## config.mk

```make
export PLATFORM = sky130hd
export DESIGN_NAME = lap_stopwatch_flat
export DESIGN_NICKNAME = d
export VERILOG_FILES = /design/src/rtl/lap_stopwatch_if.sv /design/src/rtl/lap_stopwatch.sv /design/src/flat_wrapper.sv
export SDC_FILE = /design/constraint.sdc
export NUM_CORES = 1
export LEC_CHECK = 0
export CAP_MARGIN = 20
export CORE_MARGIN = 2
export CORE_UTILIZATION = 45
export CTS_CLUSTER_DIAMETER = 80
export CTS_CLUSTER_SIZE = 10
export DETAILED_ROUTE_END_ITERATION = 16
export HOLD_SLACK_MARGIN = 0.1
export SLEW_MARGIN = 15
export SYNTH_ARGS = -nofsm -noshare
export SYNTH_HDL_FRONTEND = slang
export SYNTH_SLANG_ARGS = --single-unit
```

## constraint.sdc

```tcl
create_clock -name Clk_50Mhz -period 5.1 [get_ports Clk_50Mhz]
set_input_delay 1.02 -clock Clk_50Mhz [delete_from_list [all_inputs] [get_ports Clk_50Mhz]]
set_output_delay 1.02 -clock Clk_50Mhz [all_outputs]
set_load 0.01 [all_outputs]
```

## src/rtl/lap_stopwatch_if.sv

```systemverilog
// Lap read-back port between the stopwatch and the display/menu logic.
// Index is driven by the reader; data/valid return one clock later.
interface lap_stopwatch_if #(
    parameter int IW = 3
) ();
    logic [IW-1:0] LapRdIdx;
    logic [19:0]   LapRdData;
    logic          LapRdValid;

    modport master (
        output LapRdIdx,
        input  LapRdData,
        input  LapRdValid
    );

    modport slave (
        input  LapRdIdx,
        output LapRdData,
        output LapRdValid
    );
endinterface

```

## src/rtl/lap_stopwatch.sv

```systemverilog
// Stopwatch core: prescaled tick, min:sec:centi counter, split display,
// circular lap memory with registered read-back.
module lap_stopwatch #(
    parameter int CLK_HZ    = 50_000_000,
    parameter int TICK_HZ   = 100,
    parameter int MIN_MAX   = 100,
    parameter int LAP_DEPTH = 8,
    parameter int IW        = $clog2(LAP_DEPTH)
) (
    input  logic          Clk_50Mhz,
    input  logic          Rst_n,
    input  logic          Button1Sw,
    input  logic          Button2Sw,
    input  logic          Button3Sw,
    lap_stopwatch_if.slave rd,
    output logic [6:0]    CentiSecSW,
    output logic [5:0]    SecSW,
    output logic [6:0]    MinSW,
    output logic          RunningSW,
    output logic          BlinkSW,
    output logic [IW:0]   LapCount,
    output logic          LapOverflow,
    output logic          WrapPulse
);
    localparam int DIV = CLK_HZ / TICK_HZ;
    localparam int PW  = $clog2(DIV);

    typedef enum logic [1:0] {S_IDLE, S_RUN, S_SPLIT, S_STOP} state_t;

    state_t        r_state, w_nxt;
    logic [2:0]    r_s1, r_s2, r_s3;
    logic [2:0]    w_rise;
    logic          w_ev1, w_ev2, w_ev3;
    logic          w_cap, w_clr, w_run, w_tick, w_wrap;
    logic [PW-1:0] r_pre;
    logic [6:0]    r_centi, r_min, w_c_n, w_m_n;
    logic [5:0]    r_sec, w_s_n;
    logic [19:0]   w_live, r_frz;
    logic [19:0]   r_mem [LAP_DEPTH];
    logic [IW-1:0] r_wptr, w_ridx;
    logic [IW:0]   r_cnt;
    logic          r_ovf, r_wrap, w_rvld;
    logic [19:0]   r_rd_data;
    logic          r_rd_vld;
    logic [19:0]   r_disp;

    // Two-flop synchroniser plus edge detector; one event per press.
    always_ff @(posedge Clk_50Mhz or negedge Rst_n) begin
        if (!Rst_n) begin
            r_s1 <= '0;
            r_s2 <= '0;
            r_s3 <= '0;
        end else begin
            r_s1 <= {Button3Sw, Button2Sw, Button1Sw};
            r_s2 <= r_s1;
            r_s3 <= r_s2;
        end
    end

    assign w_rise = r_s2 & ~r_s3;
    assign w_ev2  = w_rise[1];
    assign w_ev1  = w_rise[0] & ~w_rise[1];
    assign w_ev3  = w_rise[2] & ~|w_rise[1:0];

    always_comb begin
        w_nxt = r_state;
        w_cap = 1'b0;
        w_clr = 1'b0;
        unique case (r_state)
            S_IDLE: if (w_ev1) w_nxt = S_RUN;
            S_RUN: begin
                if (w_ev1) begin
                    w_nxt = S_STOP;
                end else if (w_ev3) begin
                    w_nxt = S_SPLIT;
                    w_cap = 1'b1;
                end
            end
            S_SPLIT: begin
                if (w_ev2)      w_nxt = S_RUN;
                else if (w_ev1) w_nxt = S_STOP;
                else if (w_ev3) w_cap = 1'b1;
            end
            S_STOP: begin
                if (w_ev2) begin
                    w_nxt = S_IDLE;
                    w_clr = 1'b1;
                end else if (w_ev1) begin
                    w_nxt = S_RUN;
                end
            end
        endcase
    end

    assign w_run  = (r_state == S_RUN) || (r_state == S_SPLIT);
    assign w_tick = w_run && (r_pre == PW'(DIV - 1));
    assign w_live = {r_min, r_sec, r_centi};

    always_comb begin
        w_c_n  = r_centi;
        w_s_n  = r_sec;
        w_m_n  = r_min;
        w_wrap = 1'b0;
        if (w_tick) begin
            if (r_centi == 7'd99) begin
                w_c_n = '0;
                if (r_sec == 6'd59) begin
                    w_s_n = '0;
                    if (r_min == 7'(MIN_MAX - 1)) begin
                        w_m_n  = '0;
                        w_wrap = 1'b1;
                    end else begin
                        w_m_n = r_min + 7'd1;
                    end
                end else begin
                    w_s_n = r_sec + 6'd1;
                end
            end else begin
                w_c_n = r_centi + 7'd1;
            end
        end
    end

    always_ff @(posedge Clk_50Mhz or negedge Rst_n) begin
        if (!Rst_n) begin
            r_state <= S_IDLE;
            r_pre   <= '0;
            r_centi <= '0;
            r_sec   <= '0;
            r_min   <= '0;
            r_wrap  <= 1'b0;
            r_frz   <= '0;
            r_disp  <= '0;
        end else begin
            r_state <= w_nxt;
            r_wrap  <= w_wrap;
            if (w_clr) begin
                r_pre   <= '0;
                r_centi <= '0;
                r_sec   <= '0;
                r_min   <= '0;
            end else begin
                if (w_tick)     r_pre <= '0;
                else if (w_run) r_pre <= r_pre + PW'(1);
                r_centi <= w_c_n;
                r_sec   <= w_s_n;
                r_min   <= w_m_n;
            end
            if (w_cap) r_frz <= w_live;
            r_disp <= (r_state == S_SPLIT) ? r_frz : w_live;
        end
    end

    // Lap storage contents are deliberately left out of reset.
    always_ff @(posedge Clk_50Mhz) begin
        if (w_cap) r_mem[r_wptr] <= w_live;
    end

    assign w_ridx = r_wptr - IW'(1) - rd.LapRdIdx;
    assign w_rvld = {1'b0, rd.LapRdIdx} < r_cnt;

    always_ff @(posedge Clk_50Mhz or negedge Rst_n) begin
        if (!Rst_n) begin
            r_wptr    <= '0;
            r_cnt     <= '0;
            r_ovf     <= 1'b0;
            r_rd_data <= '0;
            r_rd_vld  <= 1'b0;
        end else begin
            if (w_clr) begin
                r_wptr <= '0;
                r_cnt  <= '0;
                r_ovf  <= 1'b0;
            end else if (w_cap) begin
                r_wptr <= r_wptr + IW'(1);
                if (r_cnt == (IW+1)'(LAP_DEPTH)) r_ovf <= 1'b1;
                else r_cnt <= r_cnt + (IW+1)'(1);
            end
            r_rd_vld  <= w_rvld;
            r_rd_data <= w_rvld ? r_mem[w_ridx] : '0;
        end
    end

    assign CentiSecSW    = r_disp[6:0];
    assign SecSW         = r_disp[12:7];
    assign MinSW         = r_disp[19:13];
    assign RunningSW     = w_run;
    assign BlinkSW       = (r_state == S_SPLIT);
    assign LapCount      = r_cnt;
    assign LapOverflow   = r_ovf;
    assign WrapPulse     = r_wrap;
    assign rd.LapRdData  = r_rd_data;
    assign rd.LapRdValid = r_rd_vld;
endmodule

```

## src/flat_wrapper.sv

```systemverilog
// flat-port wrapper written by rule: the top's interface ports become plain ports
module lap_stopwatch_flat 
#(
    parameter int CLK_HZ    = 50_000_000,
    parameter int TICK_HZ   = 100,
    parameter int MIN_MAX   = 100,
    parameter int LAP_DEPTH = 8,
    parameter int IW        = $clog2(LAP_DEPTH)
)
  (Clk_50Mhz, Rst_n, Button1Sw, Button2Sw, Button3Sw, CentiSecSW, SecSW, MinSW, RunningSW, BlinkSW, LapCount, LapOverflow, WrapPulse, rd_LapRdIdx, rd_LapRdData, rd_LapRdValid);
  lap_stopwatch_if #(.IW(IW)) rd_i ();
  input  logic Clk_50Mhz;
  input  logic Rst_n;
  input  logic Button1Sw;
  input  logic Button2Sw;
  input  logic Button3Sw;
  output logic [6:0] CentiSecSW;
  output logic [5:0] SecSW;
  output logic [6:0] MinSW;
  output logic RunningSW;
  output logic BlinkSW;
  output logic [IW:0] LapCount;
  output logic LapOverflow;
  output logic WrapPulse;
  input wire logic [$bits(rd_i.LapRdIdx)-1:0] rd_LapRdIdx;
  output wire logic [$bits(rd_i.LapRdData)-1:0] rd_LapRdData;
  output wire logic [$bits(rd_i.LapRdValid)-1:0] rd_LapRdValid;
  assign rd_i.LapRdIdx = rd_LapRdIdx;
  assign rd_LapRdData = rd_i.LapRdData;
  assign rd_LapRdValid = rd_i.LapRdValid;
  lap_stopwatch #(.CLK_HZ(CLK_HZ), .TICK_HZ(TICK_HZ), .MIN_MAX(MIN_MAX), .LAP_DEPTH(LAP_DEPTH), .IW(IW)) u_core (.Clk_50Mhz(Clk_50Mhz), .Rst_n(Rst_n), .Button1Sw(Button1Sw), .Button2Sw(Button2Sw), .Button3Sw(Button3Sw), .rd(rd_i), .CentiSecSW(CentiSecSW), .SecSW(SecSW), .MinSW(MinSW), .RunningSW(RunningSW), .BlinkSW(BlinkSW), .LapCount(LapCount), .LapOverflow(LapOverflow), .WrapPulse(WrapPulse));
endmodule
```

[Yosys cells after proc, flatten, opt, wreduce, memory -nomap -nowiden]
Memories as Yosys holds them, arrays and structs flattened.
Cells that the tools add are included.
Storage, ports and cells
  bits in registers: 120
  bits in latches: 0
  RAM bits: 160
  memory bits (read-only): 0
  output and inout bits: 49
  logic and storage cells: 102
  memories kept: 1
Operators by class
  add/subtract/negate cells: 8
  multipliers: 0
  divide/modulo/power cells: 0
  $lt $le $gt $ge: 1
  equal/unequal tests: 11
  shift operators: 0
  multiplexer cells: 44
  bitwise gates (word level): 5
  reductions and logical operators: 16
Memories
  u_core.r_mem: depth 8, width 20, read ports 1, clocked after memory_dff 0, write ports 1, RTL line lap_stopwatch.sv:39  | logic [19:0] r_mem [LAP_DEPTH];
Operators with widths (number)
  2-to-1 mux 19 bit: 3
  2-to-1 mux 7 bit: 8
  2-to-1 mux 20 bit: 2
  2-to-1 mux 6 bit: 4
  adder 19 x 1 -> 19 bit (second input constant): 1
  equality test 19 bit (second input constant): 1
  adder 7 x 1 -> 7 bit (second input constant): 2
  equality test 7 bit (second input constant): 2
  2-to-1 mux 1 bit: 14
  2-to-1 mux 2 bit: 6
  2-to-1 mux 4 bit: 3
  nonzero test 2 bit: 5
  one-hot mux 2 bit (4 select lines): 1
  AND reduction 2 bit: 4
  adder 6 x 1 -> 6 bit (second input constant): 1
  equality test 6 bit (second input constant): 1
  2-to-1 mux 3 bit: 2
  inequality test 3 x 1 -> 1 bit (second input constant): 2
  adder 4 x 1 -> 4 bit (second input constant): 1
  equality test 2 bit (second input constant): 2
  equality test 4 bit (second input constant): 1
  less-than comparator 3 x 4 -> 1 bit: 1
  adder 3 x 1 -> 3 bit (second input constant): 1
  bitwise AND 3 bit: 1
  15 further kinds: 16

[Logic depth before layout (Yosys ltp)]
Gate-level depths: netlist of run 1.
  depth in word-level cells: 11
  depth in mapped cells: 11

[Worst setup path before layout of run 1]
No wires, ideal clock.
  path type: register -> register
  start: register u_core.r_state[1]
  end: memory u_core.r_mem[3][0], enable pin
  arrival: 3312 ps
  data required time: 4673 ps
  slack: 1361 ps
  stages on the path, launching flop included: 9
  buffers on the path: 2
  period minus slack after synthesis: 3739 ps
  cells stage by stage: dfrtp_1 -> inv_1 -> ha_1 -> buf_4 -> o21ai_0 -> nor4_4 -> buf_4 -> nand2_1 -> nor3b_1
On the way
  cells in the longest elaborated chain, start to end: 4
  elaborated cells between the ends (all ways): 5
Ends and longest elaborated chain
  from (decl): RTL line lap_stopwatch.sv:30  | state_t r_state, w_nxt;
  from (signal assigned): RTL line lap_stopwatch.sv:135  | r_state <= w_nxt;
  equality test 2 bit / equality test 2 x 1 -> 1 bit (equally long branches): RTL line lap_stopwatch.sv:69  | unique case (r_state)
  one-hot mux 1 bit (2 select lines) *: RTL line lap_stopwatch.sv:69
  2-to-1 mux 1 bit *: RTL line lap_stopwatch.sv:156  | if (w_cap) r_mem[r_wptr] <= w_live;
  2-to-1 mux 1 bit (not written as such) *: RTL line lap_stopwatch.sv:156
  to (decl): RTL line lap_stopwatch.sv:39
Every way passes the cells marked *; elsewhere a longest branch is shown, timed or not.

[Worst setup path after layout of run 1]
  start: register u_core.r_state[1]
  end: memory u_core.r_mem[0][11], enable pin
Same word-level chain as after synthesis.

==> metrics, run 1 <==
run status=complete, no violations; Vias=between 6000 and 7000; crit path kind=reg -> reg; grt total ovfl=0; final core utilization=0.537; clk sinks=280; ys flop type=edfxtp_1; routed length on met2=roughly 12000 um; worst hold slack=roughly 350 ps; Layout Nets=roughly 810; Remaining DRCs=0; reg2reg setup slack=1840 ps; reg-to-reg critical path endpoint=u_core.r_mem[0][11]$_DFFE_PP_; wl on met1=about 9700 um; initial DRC count=329; Worst setup EP type=flop; synth warn=0; reg2reg path depth=8; cts hold-fix bufs=0; DRT Pass-1 Iters=4; Final period util=0.639; final WL=around 23000 um; CP arrival=around 3500 ps; Mapped Area=about 0.011 mm2; worst skew pair latency=540 ps; CTS Buf Count=31; post-route insts no fill=1134; H-tree levels=1; hold depth=0; first-pass GRT wire length=around 37000 um; Post-synth EDFFs=between 150 and 200; shortest period the worst path allows=about 3300 ps; setup_tns=0 ps; num ports=57; clock-pin slew on the worst setup and hold paths=about 50 ps; CTS tree=built; worst rel slew slack=0.283; Top Layer Used=met4; DP HPWL=between 10000 and 15000 um; Die X=~160 um; Leak=between 4 and 5 nW; DP Area=between 0.01 and 0.015 mm2; Setup violations, final=0; post-cts resize count=0; syn_nets=~740; Async S/R FF share, synth=0.429; Clock Tree Buf Depth=3; RSZ-0062 raised after global routing=false; Routed Antenna Nets=0; diodes inserted=0; Die Span Y=around 160 um; filler instances=1995; worst-margin pin slew=1080 ps; Power Density=438 mW/mm2; initial antenna violation count=0; area of the multi-input gates=0.00327 mm2; crit start category=flop; hold worst-path end=u_core.r_s2[0]$_DFF_PN0_; CTS Root Cell=clkbuf_16; post-route cell area=0.0131 mm2; Syn-to-layout area delta=16.7%; core footprint=around 0.024 mm2; share of cells above drive strength 1=0.183; Fin. Hold Viols=0; Initial Util=0.460; Register Area=approximately 0.0078 mm2; sequential fraction of the synthesis area=0.695; Synth Instances=716; syn avg cell area=approximately 16 um2; Max Clock Skew=12.9 ps; placed cell count=1082; setup ws final=about 1800 ps; Critical Path RT=5300 ps; Power, Total=about 5.7 mW; met3 WL=a little over 1000 um; WL per Instance=20.1 um; Reg2Reg Launch Point=u_core.r_state[1]$_DFFE_PN0P_; final slew viol count=0; hold wc startpoint=u_core.r_s1[0]$_DFF_PN0_; vias in the first global route=approximately 6600; Vias/cell=approximately 5.5; # port buffers=56; Max-cap violations=0; # rows=57; Yosys cell types=53; full die area=0.0262 mm2; Hold Path Class=reg -> reg; Peak VDD IR=approximately 0.24 mV; CP max FO=28; gr usage total=0.180; register bit count reported by yosys=280; fmax=a little over 0.3 GHz; pre-CTS setup slack=around 1300 ps; # Post-CTS Setup Buffers=0; RD Place Congestion=~0.8; largest net degree at the start of global routing=56
## layer usage
| metal | vias up | global-route usage |
|---|---|---|
| met1 | 3224 | 0.234 |
| met3 | 31 | 0.0294 |
| met5 | - | 0 |
| met2 | 141 | 0.316 |
| li1 | 2818 | - |
| met4 | 0 | 0.0503 |
## state kept, by name (all words and copies together), names as in the netlist
signal and flops:
u_core.r_frz 20, u_core.r_mem 160, u_core.r_pre 19, u_core.rd.LapRdData 20, u_core.r_centi 7, u_core.WrapPulse 1
u_core.rd.LapRdValid 1, u_core.r_disp 20, u_core.r_wptr 3, u_core.r_s1 3, u_core.r_s2 3, u_core.r_s3 3
u_core.r_state 2, u_core.LapCount 4, u_core.r_min 7, u_core.LapOverflow 1, u_core.r_sec 6
## cell type report
| type | count | area share |
|---|---|---|
| multi-input combinational | 392 | 0.250 |
| timing repair buffer | 72 | 0.0537 |
| clock buffer | 52 | 0.0653 |
| inverter | 14 | 0.00401 |
| sequential | 280 | 0.596 |
| tap | 324 | 0.0310 |
## cells in the mapped netlist (3+ instances only)
cell	count	area (um2)
mux2i_1	3	30.0
inv_1	14	52.6
nand2_1	71	267
buf_1	4	15.0
xnor2_1	12	105
nand4_1	7	43.8
o21ai_0	13	65.1
or4_1	3	22.5
mux4_2	40	901
nor3b_1	5	37.5
or3_1	8	50.1
nand2b_1	7	43.8
a311oi_1	3	26.3
nor3_1	8	40.0
and4_1	4	35.0
ha_1	14	175
edfxtp_1	160	4800
nand3_1	20	100
a31oi_1	3	18.8
mux2_2	40	450
buf_2	7	35.0
dfrtp_1	120	3000
xor2_1	13	114
and3_1	4	25.0
nor2_1	42	158
and2_1	3	18.8
clkbuf_1	15	56.3
nor2b_1	3	18.8
a21oi_1	41	205
## power breakdown
part           internal (mW)  leakage (nW)  switching [mW]
registers               2.50          3.03          0.0991
logic                  0.549          1.47           0.653
clock network           1.12         0.407           0.809
## how the worst max path moves through the flow
stage	from	endpoint	slack, ps	cells past startpoint
floorplan	u_core.r_state[1]$_DFFE_PN0P_	u_core.r_mem[3][0]$_DFFE_PP_	1360	8
global placement	rd_LapRdIdx[0]	u_core.rd.LapRdData[15]$_DFF_PN0_	1310	8
detailed placement	rd_LapRdIdx[0]	u_core.rd.LapRdData[13]$_DFF_PN0_	1290	8
CTS	u_core.r_state[1]$_DFFE_PN0P_	u_core.r_mem[0][11]$_DFFE_PP_	1810	8
global route	u_core.r_state[1]$_DFFE_PN0P_	u_core.r_mem[0][13]$_DFFE_PP_	1620	8
finish	u_core.r_state[1]$_DFFE_PN0P_	u_core.r_mem[0][11]$_DFFE_PP_	1840	8
## layout by cell type, fill, tap and decap left out, types with 13 or more instances in the layout
cell             count
mux2_2              40
o21ai_0             13
nor2_1              42
ha_1                13
nand2_1             71
clkbuf_1            21
clkdlybuf4s50_1     55
edfxtp_1           160
buf_4               15
clkbuf_16           31
nand3_1             20
mux4_2              40
inv_1               14
a21oi_1             41
dfrtp_1            120
## logic make-up (layout without fill, tap and decap cells)
group / count (synthesis) / count (layout) / share of synthesized area
simple gates: 199 / 199 / 0.0921
xor+xnor: 25 / 25 / 0.0195
fa+ha+maj: 15 / 15 / 0.0174
compound gates: 70 / 70 / 0.0350
flops: 280 / 280 / 0.695
mux: 83 / 83 / 0.123
buf+inv: 44 / 138 / 0.0175
## worst max-delay path, cell delays in order (launching register included)
cell and delay [ps]:
dfrtp_1 440, inv_1 110, ha_1 460, o21ai_0 210
nor4_4 160, buf_4 390, nand2b_1 260, nor3_2 480
buf_4 410
Power figures use the tool's default switching activity.
==> inputs of run 2 (changes only) <==
clock period = 2.9 ns   (was 5.1 ns; I/O delays follow)
==> run 2 against run 1 <==
  * Largest cell class unchanged
  * Clock-buffer cell count decreased by 1
  * Clock power increased by 75%
  * Highest routed layer unchanged
  * Clock skew decreased by 1.0 ps
==> metrics, run 2 (synthesized netlist as in run 1, its figures left out) <==
run status=complete, no violations (unchanged); CP max FO=24 (was 28); Syn-to-layout area delta=18.7% (was 16.7%); vias in the first global route=6391 (was 6648); Leak=5.00 nW (was 4.91 nW); initial DRC count=437 (was 329); crit path kind=reg -> out (was reg -> reg); Reg2Reg Launch Point=u_core.r_sec[0]$_DFFE_PN0P_ (was u_core.r_state[1]$_DFFE_PN0P_); Clock Tree Buf Depth=3 (unchanged); post-route cell area=0.0133 mm2 (was 0.0131 mm2); CP Launch Point=u_core.r_state[0]$_DFFE_PN0P_ (was u_core.r_state[1]$_DFFE_PN0P_); Remaining DRCs=0 (unchanged); cts hold-fix bufs=1 (was 0); Peak VDD IR=0.590 mV (was 0.245 mV); full die area=0.0262 mm2 (unchanged); Die Span Y=162 um (unchanged); share of cells above drive strength 1=0.193 (was 0.183); Power, Total=10.2 mW (was 5.73 mW); largest net degree at the start of global routing=58 (was 56); shortest period the worst path allows=2740 ps; Vias/cell=5.44 (was 5.48); largest register by flop count=u_core.r_mem (unchanged); Power Density=762 mW/mm2 (was 438 mW/mm2); initial antenna violation count=0 (unchanged); Die X=162 um (unchanged); WL per Instance=20.2 um (was 20.1 um); most frequent cells in the layout=edfxtp_1, dfrtp_1, nand2_1 (unchanged); crit start category=flop (unchanged); CP arrival=2160 ps (was 3460 ps); Setup violations, final=0 (unchanged); commonest non-fill, non-tap cell in the layout=edfxtp_1 (unchanged); clk sinks=280 (unchanged); CTS Buf Count=31 (unchanged); worst skew pair latency=540 ps (about the same); placed cell count=1091 (was 1082); Routed Antenna Nets=0 (unchanged); Max Clock Skew=11.9 ps (was 12.9 ps); # port buffers=56 (unchanged); grt total ovfl=0 (unchanged); # rows=57 (unchanged); RD Place Congestion=0.734 (was 0.785); DRT Pass-1 Iters=7 (was 4); final slew viol count=0 (unchanged); diodes inserted=0 (unchanged); Worst setup EP type=primary output (was flop); DP Area=0.0125 mm2 (was 0.0122 mm2); H-tree levels=1 (unchanged); worst rel slew slack=0.601 (was 0.283); clock-pin slew on the worst setup and hold paths=60 ps (was 50 ps); CTS Root Cell=clkbuf_16 (unchanged); DP HPWL=14000 um (was 13900 um); post-cts resize count=0 (unchanged); filler instances=1988 (was 1995); # Post-CTS Setup Buffers=0 (unchanged); setup ws final=157 ps (was 1840 ps); CTS tree=built (unchanged); Initial Util=0.460 (unchanged); max reg flops=160 (unchanged); num ports=57 (unchanged); final WL=23000 um (was 22800 um); fmax=~0.36 GHz; RSZ-0062 raised after global routing=false (unchanged); Max-cap violations=0 (unchanged); worst-margin pin slew=598 ps (was 1080 ps); hold wc startpoint=u_core.r_s1[1]$_DFF_PN0_ (was u_core.r_s1[0]$_DFF_PN0_); gr usage total=0.180 (about the same); Layout Nets=824 (was 814); Critical Path RT=2320 ps (was 5300 ps); Hold Path Class=reg -> reg (unchanged); post-route insts no fill=1143 (was 1134); first-pass GRT wire length=36400 um (was 36600 um); Final period util=0.946; Fin. Hold Viols=0 (unchanged); Vias=6219 (was 6214); pre-CTS setup slack=87.9 ps (was 1290 ps); final core utilization=0.546 (was 0.537); core footprint=0.0244 mm2 (unchanged)
==> run 2: final timing paths <==
path,slack [ps],to,depth (start not counted)
min,350,u_core.r_s2[1]$_DFF_PN0_,0
max in group asynchronous,1480,u_core.r_frz[12]$_DFFE_PN0P_,3
min in group asynchronous,590,u_core.r_s2[2]$_DFF_PN0_,2
min reg2reg,350,u_core.r_s2[1]$_DFF_PN0_,0
max reg2reg,420,u_core.r_min[2]$_DFFE_PN0P_,6
max,160,BlinkSW,4
==> run 2: worst max-delay path: stages, from the launching register on <==
cell	delay, ps
dfrtp_1	400
inv_1	100
ha_1	170
buf_4	340
clkdlybuf4s50_1	620
==> run 2: metrics by stage <==
step | hold WS (ps) | TNS (ps)
global placement | 338 | 0
finish | 352 | 0
detailed placement | 339 | 0
floorplan | 284 | -1590
CTS | 354 | 0
global route | 361 | 0
==> run 2: layout make-up <==
type / instances / area, um2 / area share
Clock buffer: 51 / 851 / 0.0638
Sequential cell: 280 / 7810 / 0.586
Tap cell: 324 / 405 / 0.0304
Multi-Input combinational cell: 392 / 3280 / 0.246
Timing Repair Buffer: 82 / 931 / 0.0699
Inverter: 14 / 52.6 / 0.00394
==> run 2: routing by layer <==
layer  share of wire  track usage  vias up
li1                -            -     2842
met1            0.45        0.248     3210
met2            0.50        0.306      134
met3           0.036       0.0273       33
met4           0.017       0.0414        0
met5               0            0        -
==> run 2: report_power, final <==
group	total, mW	switching, mW	internal (mW)	leakage (nW)
Combinational	2.21	1.15	1.06	1.56
Sequential	4.59	0.184	4.40	3.03
Clock	3.37	1.40	1.96	0.406
Total	10.2	2.73	7.43	5.00
